File: config.mk
export PLATFORM = sky130hd
export DESIGN_NAME = descriptor_dispatcher
export DESIGN_NICKNAME = d
export VERILOG_FILES = /design/src/rtl/descriptor_dispatcher_pkg.sv /design/src/rtl/descriptor_dispatcher_rr_pick.sv /design/src/rtl/descriptor_dispatcher.sv
export SDC_FILE = /design/constraint.sdc
export NUM_CORES = 1
export LEC_CHECK = 0
export BUFFER_PORTS_ARGS = -buffer_cell sky130_fd_sc_hd__buf_2
export CAP_MARGIN = 0
export CORE_AREA = 8 8 495 497
export CTS_CLUSTER_DIAMETER = 30
export DETAILED_ROUTE_END_ITERATION = 16
export DIE_AREA = 0 0 503 505
export PLACE_DENSITY = 0.3
export SYNTH_ARGS = -nofsm -noshare
export SYNTH_HDL_FRONTEND = slang
export SYNTH_SLANG_ARGS = --single-unit
File: constraint.sdc
create_clock -name clk -period 3.3 [get_ports clk]
set_clock_uncertainty 0.05 [all_clocks]
set_input_delay 0 -clock clk [delete_from_list [all_inputs] [get_ports clk]]
set_output_delay 0 -clock clk [all_outputs]
set_load 0.005 [all_outputs]
File: src/rtl/descriptor_dispatcher_pkg.sv
// rtl/descriptor_dispatcher_pkg.sv - descriptor layout and dispatcher FSM encoding
//
// Package dispatcher_pkg: bit positions of the job fields inside a 1024-bit
// descriptor, the NOP opcode, and the dispatcher state type.
// No ports.
package dispatcher_pkg;

  localparam int DSC_W     = 1024;

  localparam int OPC_LSB   = 0;
  localparam int OPC_MSB   = 7;
  localparam int SRC_LSB   = 64;
  localparam int SRC_MSB   = 127;
  localparam int DST_LSB   = 128;
  localparam int DST_MSB   = 191;
  localparam int LEN_LSB   = 192;
  localparam int LEN_MSB   = 223;
  localparam int PNUM_LSB  = 992;
  localparam int PNUM_MSB  = 1000;
  // Bits above the process number must be zero in a well-formed descriptor.
  localparam int RSVD_LSB  = 1001;
  localparam int RSVD_MSB  = 1023;

  localparam logic [7:0] OPC_NOP = 8'h00;

  typedef enum logic [1:0] {
    EMPTY  = 2'd0,
    SELECT = 2'd1,
    OFFER  = 2'd2
  } state_t;

endpackage

File: src/rtl/descriptor_dispatcher_rr_pick.sv
// rtl/descriptor_dispatcher_rr_pick.sv - combinational round-robin priority selector
//
// Module rr_pick: grants the first set bit of ready, searching upward from
// index start and wrapping modulo N.
// Ports:
//   ready [N-1:0]     in   request vector
//   start [PTR_W-1:0] in   highest-priority index (must be < N)
//   grant [N-1:0]     out  one-hot grant, 0 when nothing is ready
//   found             out  some bit of ready was set
module rr_pick #(
  parameter int N     = 4,
  parameter int PTR_W = $clog2(N)
) (
  input  logic [N-1:0]     ready,
  input  logic [PTR_W-1:0] start,
  output logic [N-1:0]     grant,
  output logic             found
);

  logic [PTR_W:0]   pos;
  logic [PTR_W-1:0] idx;

  always_comb begin
    grant = '0;
    found = 1'b0;
    pos   = '0;
    idx   = '0;
    for (int i = 0; i < N; i++) begin
      // One extra bit so start+i can exceed N before the wrap subtract.
      pos = {1'b0, start} + (PTR_W+1)'(i);
      if (pos >= (PTR_W+1)'(N)) pos = pos - (PTR_W+1)'(N);
      idx = pos[PTR_W-1:0];
      if (!found && ready[idx]) begin
        grant[idx] = 1'b1;
        found      = 1'b1;
      end
    end
  end

endmodule

File: src/rtl/descriptor_dispatcher.sv
// rtl/descriptor_dispatcher.sv - parses descriptors and issues jobs to engines round-robin
//
// Pulls descriptors from a first-word-fall-through FIFO, stages the job
// fields, and offers each job to one ready engine chosen round-robin.
// Counts accepted jobs, completion pulses and outstanding work.
// Optional macro DISPATCH_ERR_CHECK_EN: drop descriptors with zero length or
// nonzero reserved bits and flag them on the sticky err_o.
// Ports:
//   clk, rst_n                  clock, asynchronous active-low reset
//   en_i                        allow new descriptor pulls
//   dsc_data_i, dsc_ready_i     FIFO head word and non-empty flag
//   dsc_pull_o                  pop FIFO head this cycle
//   job_valid_o / job_ready_i   one-hot offer / per-engine accept
//   job_opcode_o .. job_pnum_o  staged job fields
//   eng_done_i                  per-engine completion pulses
//   dispatched_o, completed_o   wrapping job counters
//   busy_o                      staging occupied or jobs outstanding
//   err_o                       sticky descriptor error
module descriptor_dispatcher
  import dispatcher_pkg::*;
#(
  parameter int NUM_ENGINES = 4,
  parameter int CNT_WIDTH   = 32,
  parameter int OUT_WIDTH   = 16
) (
  input  logic                   clk,
  input  logic                   rst_n,
  input  logic                   en_i,
  input  logic [DSC_W-1:0]       dsc_data_i,
  input  logic                   dsc_ready_i,
  output logic                   dsc_pull_o,
  output logic [NUM_ENGINES-1:0] job_valid_o,
  input  logic [NUM_ENGINES-1:0] job_ready_i,
  output logic [7:0]             job_opcode_o,
  output logic [63:0]            job_src_o,
  output logic [63:0]            job_dst_o,
  output logic [31:0]            job_len_o,
  output logic [8:0]             job_pnum_o,
  input  logic [NUM_ENGINES-1:0] eng_done_i,
  output logic [CNT_WIDTH-1:0]   dispatched_o,
  output logic [CNT_WIDTH-1:0]   completed_o,
  output logic                   busy_o,
  output logic                   err_o
);

  localparam int PTR_W = $clog2(NUM_ENGINES);
  localparam int PC_W  = 4;

  state_t                 state_q, state_d;
  logic [PTR_W-1:0]       rr_ptr_q, grant_idx_q, grant_idx;
  logic [NUM_ENGINES-1:0] job_valid_q, grant;
  logic                   found, pull, load_offer, accept, desc_bad;
  logic [7:0]             opc_q;
  logic [63:0]            src_q, dst_q;
  logic [31:0]            len_q;
  logic [8:0]             pnum_q;
  logic [CNT_WIDTH-1:0]   dispatched_q, completed_q;
  logic [OUT_WIDTH-1:0]   outstanding_q, out_d;
  logic [OUT_WIDTH:0]     out_sum, out_diff;
  logic [PC_W-1:0]        done_cnt;
  logic                   busy_q;
  logic                   unused_dsc_bits;

  rr_pick #(.N(NUM_ENGINES), .PTR_W(PTR_W)) u_rr_pick (
    .ready (job_ready_i),
    .start (rr_ptr_q),
    .grant (grant),
    .found (found)
  );

  always_comb begin
    grant_idx = '0;
    for (int i = 0; i < NUM_ENGINES; i++) begin
      if (grant[i]) grant_idx = PTR_W'(i);
    end
  end

`ifdef DISPATCH_ERR_CHECK_EN
  logic rsvd_nz_q, err_q;
  assign desc_bad        = (len_q == 32'd0) | rsvd_nz_q;
  assign err_o           = err_q;
  assign unused_dsc_bits = ^{dsc_data_i[SRC_LSB-1:OPC_MSB+1], dsc_data_i[PNUM_LSB-1:LEN_MSB+1]};
`else
  assign desc_bad        = 1'b0;
  assign err_o           = 1'b0;
  assign unused_dsc_bits = ^{dsc_data_i[SRC_LSB-1:OPC_MSB+1], dsc_data_i[PNUM_LSB-1:LEN_MSB+1],
                             dsc_data_i[RSVD_MSB:RSVD_LSB]};
`endif

  always_comb begin
    state_d    = state_q;
    pull       = 1'b0;
    load_offer = 1'b0;
    accept     = 1'b0;
    case (state_q)
      EMPTY: begin
        pull = en_i & dsc_ready_i;
        if (pull) state_d = SELECT;
      end
      SELECT: begin
        if (opc_q == OPC_NOP || desc_bad) begin
          state_d = EMPTY;
        end else if (found) begin
          load_offer = 1'b1;
          state_d    = OFFER;
        end
      end
      OFFER: begin
        // The offer is held regardless of en_i; en_i only gates the refill.
        if ((job_valid_q & job_ready_i) != '0) begin
          accept  = 1'b1;
          pull    = en_i & dsc_ready_i;
          state_d = pull ? SELECT : EMPTY;
        end
      end
      default: state_d = EMPTY;
    endcase
  end

  // Outstanding count nets accept against done pulses, clamped at both ends.
  always_comb begin
    done_cnt = PC_W'($countones(eng_done_i));
    out_sum  = {1'b0, outstanding_q} + (OUT_WIDTH+1)'(accept);
    out_diff = '0;
    out_d    = '0;
    if (out_sum >= (OUT_WIDTH+1)'(done_cnt)) begin
      out_diff = out_sum - (OUT_WIDTH+1)'(done_cnt);
      out_d    = out_diff[OUT_WIDTH] ? '1 : out_diff[OUT_WIDTH-1:0];
    end
  end

  always_ff @(posedge clk or negedge rst_n) begin
    if (!rst_n) begin
      state_q       <= EMPTY;
      rr_ptr_q      <= '0;
      grant_idx_q   <= '0;
      job_valid_q   <= '0;
      opc_q         <= '0;
      src_q         <= '0;
      dst_q         <= '0;
      len_q         <= '0;
      pnum_q        <= '0;
      dispatched_q  <= '0;
      completed_q   <= '0;
      outstanding_q <= '0;
      busy_q        <= 1'b0;
    end else begin
      state_q       <= state_d;
      completed_q   <= completed_q + CNT_WIDTH'(done_cnt);
      outstanding_q <= out_d;
      busy_q        <= (state_d != EMPTY) | (out_d != '0);
      if (pull) begin
        opc_q  <= dsc_data_i[OPC_MSB:OPC_LSB];
        src_q  <= dsc_data_i[SRC_MSB:SRC_LSB];
        dst_q  <= dsc_data_i[DST_MSB:DST_LSB];
        len_q  <= dsc_data_i[LEN_MSB:LEN_LSB];
        pnum_q <= dsc_data_i[PNUM_MSB:PNUM_LSB];
      end
      if (load_offer) begin
        job_valid_q <= grant;
        grant_idx_q <= grant_idx;
      end else if (accept) begin
        job_valid_q <= '0;
      end
      if (accept) begin
        dispatched_q <= dispatched_q + CNT_WIDTH'(1);
        rr_ptr_q     <= (grant_idx_q == PTR_W'(NUM_ENGINES-1)) ? '0 : grant_idx_q + PTR_W'(1);
      end
    end
  end

`ifdef DISPATCH_ERR_CHECK_EN
  always_ff @(posedge clk or negedge rst_n) begin
    if (!rst_n) begin
      rsvd_nz_q <= 1'b0;
      err_q     <= 1'b0;
    end else begin
      if (pull) rsvd_nz_q <= |dsc_data_i[RSVD_MSB:RSVD_LSB];
      if (state_q == SELECT && opc_q != OPC_NOP && desc_bad) err_q <= 1'b1;
    end
  end
`endif

  assign dsc_pull_o   = pull;
  assign job_valid_o  = job_valid_q;
  assign job_opcode_o = opc_q;
  assign job_src_o    = src_q;
  assign job_dst_o    = dst_q;
  assign job_len_o    = len_q;
  assign job_pnum_o   = pnum_q;
  assign dispatched_o = dispatched_q;
  assign completed_o  = completed_q;
  assign busy_o       = busy_q;

endmodule

; ---- Yosys cells after proc, flatten, opt, wreduce, memory -nomap -nowiden
; Cells that the tools add are included.
; Widths: inputs -> output; s select.
[totals]
register_bits = 268
word_cells = 115
inputBits = 1036
[classes]
order_cmp = 13
n_mux = 49
bitwise = 6
add_sub_neg = 15
n_reduce_logical = 16
n_eq_ne = 3
[op_table]
columns = cell, n
row1 = $add 32x1->32 const B, 1
row2 = $add 32x3->32, 1
row3 = $mux 16, 2
row4 = $mux 4, 6
row5 = $mux 2, 11
row6 = $mux 1, 20
row7 = $add 16x1->17, 1
row8 = $ge 17x3->1, 1
row9 = $sub 17x3->17, 1
row10 = $reduce_bool 16->1, 1
row11 = $lt 2x3->1 const B, 4
row12 = $or 4x4->4, 3
row13 = $ge 3x3->1 const B, 3
row14 = $bmux 1 s2, 4
row15 = $demux 1 s2, 4
row16 = $ge 2x1->1 const B, 4
row17 = $logic_not 8->1, 1
row18 = $sub 2x1->2 const B, 4
row19 = $logic_and 1x1->1, 7
row20 = $add 2x2->3 const B, 2
row21 = $pmux 2 s3, 1
row22 = $add 1x1->2, 2
row23 = $and 4x4->4, 1
row24 = $eq 2x2->1 const B, 2
row25 = 12 further kinds, 15

; ---- Logic depth before layout (Yosys ltp)
; Gate-level depths: netlist (run 1).
[logic_depth]
ltp_word = 19
depth_mapped = 15
ltp_nobuf = 15

; ---- Cells and area by module
; From an unflattened synthesis (run 1), not the netlist that was laid out.
[unflattened]
hier_cells = 914
hier_area_um2 = 11831.3
[modules_own_cells]
columns = mod, area_each_um2, n_inst, cells_per_inst, seq_area_each_um2
row1 = descriptor_dispatcher, 11323.4, 1, 852, 6706.4
row2 = rr_pick, 508.0, 1, 62, 0.0

; ---- Worst setup path before layout (run 1)
; OpenSTA, ideal clock, no wires.
[synth_path]
path_type = register to register
start = register job_valid_q[0] (netlist: job_valid_o[0])
end = register busy_q (netlist: busy_o)
setup_ps = 143
arrival_time_ps = 3298
slack_ps = -191
required_ps = 3107
synth_period_minus_slack_ps = 3491
path_buffers = 0
path_stages_with_launch = 15
path_cell_list = dfrtp_1 -> a22oi_1 -> a21o_1 -> inv_2 -> ha_1 -> xor2_1 -> ha_1 -> nor2b_1 -> o21ai_0 -> nand2_1 -> nor3_4 -> mux2i_1 -> xnor2_1 -> nor4_1 -> o2111ai_1
[synth_via]
elab_chain_len = 10
[synth_lines]
columns = element, line_no
row1 = "start, declared", descriptor_dispatcher.sv:51  ; logic [NUM_ENGINES-1:0] job_valid_q, grant;
row2 = "start signal, assigned", descriptor_dispatcher.sv:160  ; job_valid_q <= grant;
row3 = $and 4x4->4 (*), descriptor_dispatcher.sv:110  ; if ((job_valid_q & job_ready_i) != '0) begin
row4 = $reduce_bool 4->1 (*), descriptor_dispatcher.sv:110
row5 = $mux 1 (*), descriptor_dispatcher.sv:110
row6 = $mux 1 (*), descriptor_dispatcher.sv:95  ; case (state_q)
row7 = net accept, descriptor_dispatcher.sv:52  ; logic found, pull, load_offer, accept, desc_bad;
row8 = $add 16x1->17 (*), descriptor_dispatcher.sv:123  ; out_sum = {1'b0, outstanding_q} + (OUT_WIDTH+1)'(accept);
row9 = $sub 17x3->17, descriptor_dispatcher.sv:127  ; out_diff = out_sum - (OUT_WIDTH+1)'(done_cnt);
row10 = $mux 16, descriptor_dispatcher.sv:128  ; out_d = out_diff[OUT_WIDTH] ? '1 : out_diff[OUT_WIDTH-1:0];
row11 = $mux 16 (*), descriptor_dispatcher.sv:126  ; if (out_sum >= (OUT_WIDTH+1)'(done_cnt)) begin
row12 = $reduce_bool 16->1 (*), descriptor_dispatcher.sv:151  ; busy_q <= (state_d != EMPTY) | (out_d != '0);
row13 = $or 1x1->1 (*), descriptor_dispatcher.sv:151
row14 = "end signal, assigned", descriptor_dispatcher.sv:151
row15 = "end, declared", descriptor_dispatcher.sv:61  ; logic busy_q;
; Mark *: on every way through the listed nets, which the timed path passes. The rest lies on a longest branch.
; A chain may end at the register's enable or synchronous reset.

; ---- Worst setup path in the final report (run 1)
; Ends and elaborated chain as after synthesis.

==> impl_results.md, run 1 <==
* Worst slew margin relative to its limit at 52.6%
* Status: complete, no violations
* Sequential share of the synthesized area at a little under three fifths
* Largest fanout on the critical path at 3
* Post-layout net count at around 2800
* Clock transition at the register clock pins on the worst setup and hold paths after CTS at around 40 ps
* Final design utilization at 10.8%
* Drt pass-1 iters at 5
* Buffer depth of the longest clock path at 3
* Die extent in x at 503 um
* Leading cell types by total area after synthesis: dfrtp_1, mux2_2, xnor2_1
* Post-synth ARST share at 100%
* Port Buffers at about 440
* Most repeated cell in the gate-level netlist after synthesis: dfrtp_1
* Wire length of the first global-routing pass at between 100000 and 150000 um
* Syn avg cell area at 13.3 um2
* Post-synth EDFFs at 0
* Clock root buffer: clkbuf_16
* DIE AREA at ~250000 um2
* Share of the clock period used by the worst path after layout at slightly below 100%
* CP Data Arrival Time at 3750 ps
* Warnings, synthesis at 0
* Launching point of the worst reg2reg path: job_valid_o[0]$_DFFE_PN0P_
* CP required at 3770 ps
* Crit path from: job_valid_o[0]$_DFFE_PN0P_
* Number of filler instances in the final layout at 27300
* Area leader, netlist: dfrtp_1
* Vias in the first global route at ~12000
* Number of H-tree levels at 3
* Number of max-cap violations at 0
* Summed instance area of the synthesized netlist at 12000 um2
* Type of origin of the critical path: flop
* Pwr Density at 928 nW/um2
* Flip-flop and latch count after synthesis at 268
* Number of remaining DRC errors at 0
* Main flop type after synthesis: dfrtp_1
* Insertion delay to the later sink of the worst-skew pair at 680 ps
* Via count normalized by instance count at 2.17
* Total clock buffers created by CTS at 104
* Sum Neg Setup Slack at 0 ps
* Critical-path cell list: a22oi_2 -> a21o_1 -> inv_2 -> ha_4 -> xor2_2 -> ha_1 -> nor2b_4 -> o21a_4 -> o21ai_2 -> nand3_2 -> a2111oi_4 -> nand4_1 -> nor4_2 -> o2111ai_1
* Time the worst path needs with I/O delays and setup at around 3300 ps
* Final setup fails at 0
* First DRT Iteration DRCs at 272
* HPWL reported at the end of detailed placement at 76600 um
* Number of vias in the routed layout at roughly 11000
* Routed Antenna Nets at 0
* Endpoint class of the critical path: flop
* Starting utilization of the core area at 5.04%
* Syn Nets at between 1500 and 2000
* Total gr overflow at 0
* Placer Congestion at 0.700
* Final design area excluding fillers at 25500 um2
* Final count of hold timing violations at 0
* Crit Path Class: flop to flop
* Overall track demand over capacity in global routing at 7.02%
* Type of the tightest min-delay check: input port to flop
* Area growth from synthesis to final layout at 113%
* Commonest cells post-synth: dfrtp_1, mux2_2, xnor2_1, nand2_1, nor2_1
* Clock sink count at 268
* Setup repair after global routing missed its margin: yes
* Total I/O pin count at 1284
* Drt total wl at just over 90000 um
* Fraction of layout cells with a size suffix above 1 at 52.5%
* Routed wirelength normalized by instance count at between 15 and 20 um
* Slowest stage delay, CP at approximately 400 ps
* Placed cell areas at 18700 um2
* Slowest stage cell on the critical path: a2111oi_4
* Standard cell core area at 237000 um2
* Final slew viol count at 0
* Slew at the pin closest to its max-slew limit at between 700 and 800 ps
* Share of Yosys cell area claimed by the top area cell type at 56.1%
* TritonCTS clock tree: built
* Instance count of the mapped netlist at 902
* Antenna violations before repair at 48
* Standard-cell row count at 179
* Largest net degree at the start of global routing at 77
* Max Clock Freq at approximately 0.3 GHz
* Die boundary height at 505 um
* Library cells used by synthesis at 77
* Maximum vdd drop at 0.000418 V
* Startpoint of the most critical hold path: dsc_data_i[169]
* Cell leakage power at 0.0106 uW
## registers in the layout, summed over array words and instances (netlist names), 2 cells and up
signal	flops
dispatched_o	32
completed_o	32
job_src_o	64
job_pnum_o	9
job_opcode_o	8
outstanding_q	16
grant_idx_q	2
state_q	2
job_len_o	32
rr_ptr_q	2
job_dst_o	64
job_valid_o	4
## final timing paths
| path | endpoint | slack (ps) | depth (start not counted) |
|---|---|---|---|
| min | job_dst_o[41]$_DFFE_PN0P_ | 90 | 3 |
| max reg2reg | busy_o$_DFF_PN0_ | 20 | 14 |
| min in group asynchronous | completed_o[7]$_DFF_PN0_ | 500 | 4 |
| max | busy_o$_DFF_PN0_ | 20 | 14 |
| max in group asynchronous | job_src_o[40]$_DFFE_PN0P_ | 2140 | 4 |
| min reg2reg | dispatched_o[31]$_DFFE_PN0P_ | 410 | 1 |
## final cells by class
cell class	instances	area [um2]	area share, %
Sequential cell	268	6710	26.3
Timing Repair Buffer	803	5730	22.5
Multi-Input combinational cell	584	5210	20.4
Tap cell	3167	3960	15.5
Clock buffer	142	3010	11.8
Clock inverter	54	776	3.04
Antenna cell	23	57.6	0.226
Inverter	14	52.6	0.206
## critical path: cells and delay by family, from the launching register on
| kind | cells | cell delay [ps] |
|---|---|---|
| buffers and inverters | 1 | 70 |
| AND/OR/NAND/NOR | 4 | 760 |
| XOR/XNOR | 1 | 150 |
| AO/OA/AOI/OAI | 6 | 1260 |
| adder cells (fa/ha/maj) | 2 | 490 |
| flip-flops | 1 | 380 |
## per-layer routing
metal	share of wire (%)	up-vias	track usage (%)
met2	50	448	12.4
met3	9.8	163	3.23
met5	0.031	-	0
met4	4.8	4	3.31
li1	-	5039	-
met1	35	5307	7.00
## kinds of logic (layout without fill, tap and decap cells)
logic type	Yosys count	count (layout)	share of synthesized area [%]
AO/OA/AOI/OAI	82	82	5.11
XOR/XNOR	82	82	6.01
adder cells (fa/ha/maj)	21	21	2.39
buffers and inverters	50	1013	2.10
flip-flops	268	268	56.1
multiplexers	189	189	18.2
other	1	24	0.0314
AND/OR/NAND/NOR	209	209	10.0
## cell usage in the layout (no fill, tap or decap), drive strengths merged, types with 28 or more instances in the layout
cell         instances
clkinv              36
xor2                28
nand2               43
dfrtp              268
mux2               178
buf                543
dlygate4sd3        260
nor2                39
clkbuf             142
xnor2               54
nand3               35
## stage by stage
| stage | setup slack [ps] | hold slack, ps | instances | power [uW] |
|---|---|---|---|---|
| after detailed placement | -476 | 60.0 | 4566 | 13300 |
| after global routing | -232 | 29.6 | 5044 | 25300 |
| after CTS | -19.3 | 1.10 | 5030 | 24600 |
| after floorplan | 9.72 | -346 | 902 | 8210 |
| after global placement | -535 | 62.1 | 4566 | 13300 |
| final | 19.8 | 88.1 | 5055 | 23700 |
## power breakdown
| part | total, uW | leakage [uW] | internal, uW | switching, uW |
|---|---|---|---|---|
| clock network | 10400 | 0.00189 | 7530 | 2870 |
| registers | 5600 | 0.00329 | 4630 | 966 |
| logic | 7660 | 0.00539 | 3290 | 4370 |
| total | 23700 | 0.0106 | 15500 | 8200 |
## repair_timing
action | CTS | global route
hold buffers | 261 | 0
resized for setup | 37 | 9
endpoints found under the setup margin | 16 | 17
pin swaps | 17 | 16
hold endpoints to repair | 458 | 0
setup buffers | 7 | 4
gates cloned | 0 | 0
Note: power is estimated with default switching activity, not from simulation.
==> run 2: changes to the inputs <==
- ABC_AREA: default -> 1
- CORE_AREA: 8 8 495 497 -> 8 8 488 490
- DIE_AREA: 0 0 503 505 -> 0 0 496 498
==> run 2 against run 1 <==
Via count grew 21%. Register-to-register slack improved by 95 ps. Total power shrank 18%. Sequential power down 9.8%. Final cell count grew 9.5%. Sequential share of layout area down 0.31 points. Wire length fell by 25%. Non-clock buffer count up 53. Critical path depth is 8 higher. Global-route usage shrank 1.6 points. Clock-buffer cell count up 10. Maximum frequency is 3.0% higher. Critical endpoint unchanged. Largest cell class unchanged. Largest power group unchanged.
==> impl_results.md, run 2 <==
* Sequential share of the synthesized area at 54.4%
* Time the worst path needs with I/O delays and setup at 3190 ps
* Maximum vdd drop at 0.000411 V
* Slowest stage cell on the critical path: dfrtp_1
* Die extent in x at 496 um
* Total clock buffers created by CTS at roughly 100
* Inst Count DP at between 4000 and 5000
* Clock transition at the register clock pins on the worst setup and hold paths after CTS at 40 ps
* Number of vias in the routed layout at 13300
* Most repeated cell in the gate-level netlist after synthesis: nand2_1
* Buffer and inverter count on the worst path at 3
* Type of origin of the critical path: flop
* Worst hold slack after final layout at ~110 ps
* Area growth from synthesis to final layout at 109%
* Non-filler instance count after layout at 5537
* Buffer depth of the longest clock path at 3
* Final slew viol count at 0
* Endpoint class of the critical path: flop
* Number of H-tree levels at 3
* Worst slew margin relative to its limit at approximately three fifths
* Main flop type after synthesis: dfrtp_1
* Final setup fails at 0
* Fraction of layout cells with a size suffix above 1 at 30.8%
* Sequential group share of total power at a little over a quarter
* Total I/O pin count at about 1300
* Commonest cells after routing, fill and taps aside: nand2_1, buf_2, dlygate4sd3_1
* Overall track demand over capacity in global routing at under 10%
* Post-synth EDFFs at 0
* Number of max-cap violations at 0
* DIE AREA at 247000 um2
* Port Buffers at 435
* Die boundary height at 498 um
* Commonest cells post-synth: nand2_1, dfrtp_1, inv_1, nand3_1, nor2_1
* Largest net degree at the start of global routing at 94
* Switching Fraction at 32.9%
* TritonCTS clock tree: built
* Number of filler instances in the final layout at 26700
* Clock root buffer: clkbuf_16
* Slew at the pin closest to its max-slew limit at about 580 ps
* Leading cell types by total area after synthesis: dfrtp_1, nand2_1, inv_1
* Final design utilization at 11.2%
* Type of the tightest min-delay check: input port to flop
* Instance count of the mapped netlist at 1485
* Warnings, synthesis at 0
* Via count normalized by instance count at 2.40
* Placed cell areas at 18800 um2
* Share of the clock period used by the worst path after layout at a little over nine tenths
* Summed instance area of the synthesized netlist at 12300 um2
* CP Data Arrival Time at 3680 ps
* Proportion of power drawn by combinational gates at 25.9%
* Post-layout net count at around 3500
* Number of remaining DRC errors at 0
* Drt total wl at 68100 um
* Standard cell core area at 231000 um2
* Crit Path Class: flop to flop
* Switching power of the nets at around 6400 uW
* Cell leakage power at 0.0123 uW
* Syn avg cell area at 8.30 um2
* Largest fanout on the critical path at 7
* Most common cell after layout, fill and taps aside: nand2_1
* Drt pass-1 iters at 5
* Routed wirelength normalized by instance count at 12.3 um
* CP required at 3790 ps
* Setup repair after global routing missed its margin: yes
* Area leader, netlist: dfrtp_1
* Int Pwr at about 13000 uW
* Flip-flop and latch count after synthesis at 268
* Wire length of the first global-routing pass at between 90000 and 100000 um
* First DRT Iteration DRCs at 477
* Share of Yosys cell area claimed by the top area cell type at 54.4%
* Total gr overflow at 0
* Slowest stage delay, CP at ~360 ps
* Part of the power in the clock network at roughly 48%
* Insertion delay to the later sink of the worst-skew pair at 700 ps
* Library cells used by synthesis at 43
* HPWL reported at the end of detailed placement at 51800 um
* Placer Congestion at 0.735
* Pwr Density at 750 nW/um2
* Status: complete, no violations
* Max Clock Freq at 0.314 GHz
* Syn Nets at roughly 2500
* Antenna violations before repair at 3
* Routed Antenna Nets at 0
* Clock sink count at 268
* Worst path top cell family by delay: simple AND/OR/NAND/NOR gates
* Post-synth ARST share at 100%
* Standard-cell row count at 177
* Final design area excluding fillers at between 20000 and 30000 um2
* Vias in the first global route at 14500
* Critical-path cell list: inv_2 -> o21ai_2 -> nor2_2 -> nor2_4 -> ha_4 -> nand2_4 -> xnor2_2 -> ha_1 -> buf_6 -> inv_4 -> or2_4 -> nand2_4 -> nor2_4 -> nand3_4 -> nor2_8 -> nand4_1 -> nand2_2 -> nand2_2 -> o21ai_2 -> nand2_1 -> nor2_1 -> nand2_1
* Final count of hold timing violations at 0
* Starting utilization of the core area at 5.34%
[run 2: path summary, 6_finish.rpt]
check,startpoint,cells after the start,end,slack [ps]
setup reg to reg,job_valid_o[2]$_DFFE_PN0P_,22,busy_o$_DFF_PN0_,110
hold reg to reg,dispatched_o[31]$_DFFE_PN0P_,1,dispatched_o[31]$_DFFE_PN0P_,410
hold / removal,dsc_data_i[151],4,job_dst_o[23]$_DFFE_PN0P_,110
setup / recovery,job_valid_o[2]$_DFFE_PN0P_,22,busy_o$_DFF_PN0_,110
max in group asynchronous,rst_n,4,job_src_o[23]$_DFFE_PN0P_,2100
min in group asynchronous,rst_n,4,job_dst_o[10]$_DFFE_PN0P_,600
[run 2: what timing repair did]
| action | 4_1_cts | 5_1_grt |
|---|---|---|
| cloned | 1 | 0 |
| gates resized for setup | 19 | 19 |
| setup buffers | 5 | 5 |
| hold buffers | 340 | 0 |
| pin swaps | 19 | 17 |
| setup endpoints to repair | 6 | 17 |
| endpoints found under the hold margin | 446 | 0 |
[run 2: per-stage QoR]
step	setup slack, ps	setup TNS [ps]	power (uW)
CTS	36.4	0	19800
floorplan	128	0	7070
global placement	-252	-1380	9790
detailed placement	-183	-740	9730
finish	115	0	19300
global route	-158	-158	20700
[run 2: area by class of cell]
cell class,instances,area (um2),area share [%]
Timing Repair Buffer,856,6300,24.4
Sequential cell,268,6710,26.0
Multi-Input combinational cell,1049,5100,19.8
Clock buffer,152,3060,11.9
Antenna cell,3,7.51,0.0291
Inverter,126,480,1.86
Tap cell,3043,3810,14.8
Clock inverter,40,338,1.31
[run 2: cell families after synthesis]
logic type	share of synthesized area, %
other	0.0304
AND/OR/NAND/NOR	31.1
AO/OA/AOI/OAI	2.06
adder cells (fa/ha/maj)	2.32
XOR/XNOR	4.83
buffers and inverters	5.27
flip-flops	54.4
[run 2: tightest hold or removal path: stages]
cell	delay, ps
dlygate4sd3_1	540
buf_2	110
nand2_1	90
nand2_1	70
[run 2: power groups by stage]
stage / combinational [uW] / clock [uW] / sequential, uW
3_3_place_gp: 4720 / 0 / 5060
6_report: 5020 / 9270 / 5050
5_1_grt: 5670 / 9820 / 5210
3_5_place_dp: 4680 / 0 / 5050
4_1_cts: 5110 / 9660 / 5060
2_1_floorplan: 2010 / 0 / 5060
[run 2: routing by layer]
metal	GRT usage, %	wire length, um	part of all wire, %
met1	6.50	29200	43
met2	8.86	31900	47
met3	2.00	4780	7.0
met4	2.15	2180	3.2
met5	0	0	0
